--- src/rtl/alu_issue_stage.sv ---
// rtl/alu_issue_stage.sv - operation FIFO and issue/capture sequencer for the combinational alu
// Optional 1-cycle FIFO bypass when idle and empty: define ALU_ISSUE_BYPASS_EN.

package alu_issue_pkg;
  typedef enum logic [1:0] {
    ADD = 2'd0,
    SUB = 2'd1,
    AND = 2'd2,
    OR  = 2'd3
  } opcode_e;
endpackage

module alu_issue_stage
  import alu_issue_pkg::*;
#(
  parameter int DEPTH = 4,
  parameter int WIDTH = 4
) (
  input  logic             clk,
  input  logic             rst_n,
  input  logic             in_valid,
  output logic             in_ready,
  input  opcode_e          in_opcode,
  input  logic [WIDTH-1:0] in_a,
  input  logic [WIDTH-1:0] in_b,
  output opcode_e          alu_opcode,
  output logic [WIDTH-1:0] alu_a,
  output logic [WIDTH-1:0] alu_b,
  input  logic [WIDTH-1:0] alu_c,
  output logic             out_valid,
  input  logic             out_ready,
  output opcode_e          out_opcode,
  output logic [WIDTH-1:0] out_a,
  output logic [WIDTH-1:0] out_b,
  output logic [WIDTH-1:0] out_c
);

  localparam int AW = $clog2(DEPTH);
  localparam logic [AW:0] CNT_FULL = (AW + 1)'(DEPTH);

  typedef enum logic [1:0] {
    S_IDLE = 2'd0,
    S_EXEC = 2'd1,
    S_HOLD = 2'd2
  } state_e;

  typedef struct packed {
    opcode_e          op;
    logic [WIDTH-1:0] a;
    logic [WIDTH-1:0] b;
  } op_t;

  state_e           state_q, state_d;
  op_t              mem_q [DEPTH];
  op_t              mem_d [DEPTH];
  logic [AW-1:0]    wr_ptr_q, wr_ptr_d;
  logic [AW-1:0]    rd_ptr_q, rd_ptr_d;
  logic [AW:0]      count_q, count_d;

  opcode_e          alu_opcode_q, alu_opcode_d;
  logic [WIDTH-1:0] alu_a_q, alu_a_d;
  logic [WIDTH-1:0] alu_b_q, alu_b_d;

  logic             out_valid_q, out_valid_d;
  opcode_e          out_opcode_q, out_opcode_d;
  logic [WIDTH-1:0] out_a_q, out_a_d;
  logic [WIDTH-1:0] out_b_q, out_b_d;
  logic [WIDTH-1:0] out_c_q, out_c_d;

  logic full, empty, push, push_fifo, pop, bypass;
  op_t  head, in_op;

  always_comb begin
    full      = (count_q == CNT_FULL);
    empty     = (count_q == '0);
    in_ready  = !full;
    push      = in_valid && !full;
    head      = mem_q[rd_ptr_q];
    in_op.op  = in_opcode;
    in_op.a   = in_a;
    in_op.b   = in_b;

    pop          = 1'b0;
    bypass       = 1'b0;
    state_d      = state_q;
    alu_opcode_d = alu_opcode_q;
    alu_a_d      = alu_a_q;
    alu_b_d      = alu_b_q;
    out_valid_d  = out_valid_q;
    out_opcode_d = out_opcode_q;
    out_a_d      = out_a_q;
    out_b_d      = out_b_q;
    out_c_d      = out_c_q;

    case (state_q)
      S_IDLE: begin
        if (!empty) begin
          pop          = 1'b1;
          alu_opcode_d = head.op;
          alu_a_d      = head.a;
          alu_b_d      = head.b;
          state_d      = S_EXEC;
        end
`ifdef ALU_ISSUE_BYPASS_EN
        else if (push) begin
          bypass       = 1'b1;
          alu_opcode_d = in_opcode;
          alu_a_d      = in_a;
          alu_b_d      = in_b;
          state_d      = S_EXEC;
        end
`endif
      end
      S_EXEC: begin
        // ALU inputs have had a full cycle to settle; alu_c is valid now.
        out_opcode_d = alu_opcode_q;
        out_a_d      = alu_a_q;
        out_b_d      = alu_b_q;
        out_c_d      = alu_c;
        out_valid_d  = 1'b1;
        state_d      = S_HOLD;
      end
      S_HOLD: begin
        if (out_ready) begin
          out_valid_d = 1'b0;
          if (!empty) begin
            pop          = 1'b1;
            alu_opcode_d = head.op;
            alu_a_d      = head.a;
            alu_b_d      = head.b;
            state_d      = S_EXEC;
          end else begin
            state_d = S_IDLE;
          end
        end
      end
      default: state_d = S_IDLE;
    endcase

    push_fifo = push && !bypass;
    mem_d     = mem_q;
    wr_ptr_d  = wr_ptr_q;
    rd_ptr_d  = rd_ptr_q;
    if (push_fifo) begin
      mem_d[wr_ptr_q] = in_op;
      wr_ptr_d        = wr_ptr_q + 1'b1;
    end
    if (pop) begin
      rd_ptr_d = rd_ptr_q + 1'b1;
    end

    // Simultaneous push and pop leaves the level unchanged.
    count_d = count_q;
    if (push_fifo && !pop) begin
      count_d = count_q + 1'b1;
    end else if (pop && !push_fifo) begin
      count_d = count_q - 1'b1;
    end
  end

  always_ff @(posedge clk or negedge rst_n) begin
    if (!rst_n) begin
      state_q      <= S_IDLE;
      wr_ptr_q     <= '0;
      rd_ptr_q     <= '0;
      count_q      <= '0;
      alu_opcode_q <= opcode_e'(0);
      alu_a_q      <= '0;
      alu_b_q      <= '0;
      out_valid_q  <= 1'b0;
      out_opcode_q <= opcode_e'(0);
      out_a_q      <= '0;
      out_b_q      <= '0;
      out_c_q      <= '0;
      for (int i = 0; i < DEPTH; i++) begin
        mem_q[i] <= '0;
      end
    end else begin
      state_q      <= state_d;
      wr_ptr_q     <= wr_ptr_d;
      rd_ptr_q     <= rd_ptr_d;
      count_q      <= count_d;
      alu_opcode_q <= alu_opcode_d;
      alu_a_q      <= alu_a_d;
      alu_b_q      <= alu_b_d;
      out_valid_q  <= out_valid_d;
      out_opcode_q <= out_opcode_d;
      out_a_q      <= out_a_d;
      out_b_q      <= out_b_d;
      out_c_q      <= out_c_d;
      mem_q        <= mem_d;
    end
  end

  assign alu_opcode = alu_opcode_q;
  assign alu_a      = alu_a_q;
  assign alu_b      = alu_b_q;
  assign out_valid  = out_valid_q;
  assign out_opcode = out_opcode_q;
  assign out_a      = out_a_q;
  assign out_b      = out_b_q;
  assign out_c      = out_c_q;

endmodule

--- config.mk ---
export PLATFORM = sky130hd
export DESIGN_NAME = alu_issue_stage
export DESIGN_NICKNAME = d
export VERILOG_FILES = /design/src/rtl/alu_issue_stage.sv
export SDC_FILE = /design/constraint.sdc
export NUM_CORES = 1
export LEC_CHECK = 0
export ABC_CLOCK_PERIOD_IN_PS = 4300
export CORE_MARGIN = 3
export CORE_UTILIZATION = 40
export DETAILED_ROUTE_END_ITERATION = 6
export GPL_TIMING_DRIVEN = 0
export PLACE_DENSITY = 0.62
export SYNTH_ARGS = -nofsm -noshare
export SYNTH_HDL_FRONTEND = slang
export SYNTH_SLANG_ARGS = --single-unit
--- constraint.sdc ---
create_clock -name clk -period 4.3 [get_ports clk]
set_clock_uncertainty 0.15 [all_clocks]
set_input_delay 0.86 -clock clk [delete_from_list [all_inputs] [get_ports clk]]
set_output_delay 0.86 -clock clk [all_outputs]
set_load 0.02 [all_outputs]
==> impl_metrics.yaml <==
routing:
  via_per_inst: 4.93
  vias: 1730
  avgRoutedWirePerCell_um: 15.9
  antenna_left: 0
  drc: 0
  drt_iter0_drc: 50
  firstDrtPassIters: 3
  routed_wl_um: 5600
clocking:
  tritoncts: "built"
  clk_pin_slew_ns: 0.08
  cts_setup_buffers: 0
  cts_resized: 0
  root_buffer: "clkbuf_8"
  numCtsBuffers: 9
  clock_sinks: 74
  clockBufferDepth: 2
  htreeDepth: 3
  clk_latency_ns: 0.33
  cts_hold_buf: 0
timing:
  timing.final.ws_setup_ns: 1.25
  hold_violations: 0
  slew_violations: 0
  period_minus_slack_ns: 3.05
  timing.fmax_mhz: 327
  fin_crit_sh_pct: 71.0
  max_slew_margin_pct: 55.7
  worst_slew_pin_slew_ns: 0.664
  rsz0062_at_grt: "no"
  setup-violations-final: 0
setup_path:
  r2r_start: "state_q[1]"
  crit_fanout: 10
  end_kind: "flip-flop"
  crit_type: "in2reg"
  cp.arrival_ns: 3.13
  cp-start-kind: "input pin"
  cpMostUsedCell: "inv_1"
  crit_buf_inv: 4
  crit_slowest_cell: "clkdlybuf4s50_1"
  critical_path.top_delay_family: "buffers and inverters"
  critPathMaxStageDelay_ns: 0.48
  crit_start: "out_ready"
  critical_path.cell_chain: "clkdlybuf4s50_1 > nor2b_1 > nor3_1 > buf_2 > inv_1 > ha_1 > inv_1 > fa_1 > mux2_2"
  critPathRequiredTime_ns: 4.38
floorplan:
  dieArea_um2: 9030
  die_x_um: 95.0
  start_util_pct: 42.4
  num_rows: 31
  die_h_um: 95.0
  core-area_um2: 7490
  boundaryPins: 44
pwr:
  cellLeakagePower_nw: 1.72
  power.density_nw_per_um2: 857
  finalPower_mw: 3.43
  peakVddDrop_uv: 209
grt:
  grt-ovfl-total: 0
  grt_first_pass_wirelength_um: 9270
  antenna_found_initial: 0
  grt_use_total_pct: 13.8
  grt_pass1_vias: 1776
  grt_max_degree: 47
job:
  cap_violations: 0
synthesis:
  ys_seq_area_share_pct: 58.4
  synth_nets: 216
  syn_inst: 192
  netlist.area_leader.share_pct: 58.4
  syn-cell-area_um2: 3170
  synth_area_leaders: "dfrtp_1 58%, mux2_2 20%, mux4_2 7.1%"
  yosysUniqueCellTypes: 23
  avgSynthCellArea_um2: 16.5
  ys_seq_elements: 74
  synth_area_leader_cell: "dfrtp_1"
  yosys_warnings: 0
min_path:
  hold_path_class: "in2async"
placed_design:
  gp_congestion: 0.700
  preCtsSetupSlack_ns: 0.866
  io_buffers: 43
  post-dp-hpwl_um: 3920
layout:
  regArea_um2: 1850
  layout.nets: 271
  multi_input_comb_area_um2: 1250
  layout_common_cells: "74 x dfrtp_1, 56 x mux2_2, 42 x clkdlybuf4s50_1, 11 x clkbuf_8"
  mostFrequentLayoutCell: "dfrtp_1"
  final_layout_size_suffix_gt1_share_pct: 40.5
  n_antenna_cell: 0
  fill_cells: 612
  area_delta_synth_final_pct: 26.2
run_status:
  outcome: "complete, no violations"
per-stage QoR:
stage               setup TNS (ns)  cells  utilization [%]  hold slack (ns)  cell area [µm²]
finish                           0    351             53.5            0.295             4000
global route                     0    351             53.5            0.318             4000
CTS                              0    351             53.5            0.299             4000
detailed placement               0    335             50.1            0.333             3750
global placement            -29.82    334             49.8            0.317             3730
floorplan                        0    192                -            0.296             3170
final timing paths:
check,depth (start not counted),to,slack (ns)
setup / recovery,9,count_q[1],1.25
max in group asynchronous,2,mem_q[22],3.15
hold / removal,1,wr_ptr_q[0],0.30
hold reg to reg,1,out_valid,0.34
min in group clk,1,out_valid,0.34
setup reg to reg,8,count_q[1],1.76
sequential cells by signal, summed over array words and instances (netlist names):
register and flops:
alu_a 4, alu_b 4, alu_opcode 2, count_q 3
mem_q 40, out_a 4, out_b 4, out_c 4
out_opcode 2, out_valid 1, rd_ptr_q 2, state_q 2
wr_ptr_q 2
metal layers:
layer  routed length [µm]  track usage, %  part of all wire (%)
met3                  211            2.53                   3.8
met5                    0               0                     0
met4                  127            7.57                   2.3
met2                 2610            20.5                    47
met1                 2650            19.2                    47
cell families after synthesis:
group                      count (synthesis)  synth area share, %
AOI/OAI and AO/OA                          3                0.473
xor gates and xnor gates                   6                 1.66
adders and majority gates                  6                 2.60
buffers and inverters                     14                 2.25
DFF                                       74                 58.4
muxes                                     76                 31.7
and+or+nand+nor                           13                 2.92
report_power, final:
part | total [mW] | leakage (nW) | internal, mW | switching [mW]
Combinational | 1.49 | 0.714 | 0.887 | 0.607
Clock | 0.663 | 0.123 | 0.418 | 0.246
Sequential | 1.27 | 0.879 | 1.07 | 0.208
Total | 3.43 | 1.72 | 2.37 | 1.06
layout make-up:
class | count | area share [%]
Sequential cell | 74 | 46.3
Multi-Input combinational cell | 104 | 31.2
Timing Repair Buffer | 44 | 11.4
Clock buffer | 12 | 3.88
Tap cell | 99 | 3.09
Clock inverter | 4 | 2.44
Buffer | 7 | 1.13
Inverter | 7 | 0.656
cell usage after synthesis:
cell	count
ha_1	5
a21oi_1	2
xor2_1	4
buf_6	2
o21ai_0	1
mux4_2	10
xnor2_1	2
clkbuf_1	2
or3b_1	1
mux2_4	10
nor3_1	2
nor2_1	1
nand2_1	2
nor4b_1	1
fa_1	1
nor2b_1	1
mux2_2	56
inv_1	7
nand2b_1	1
nand3_2	3
buf_2	3
and3_4	1
dfrtp_1	74
(Power assumes the default switching activity.)
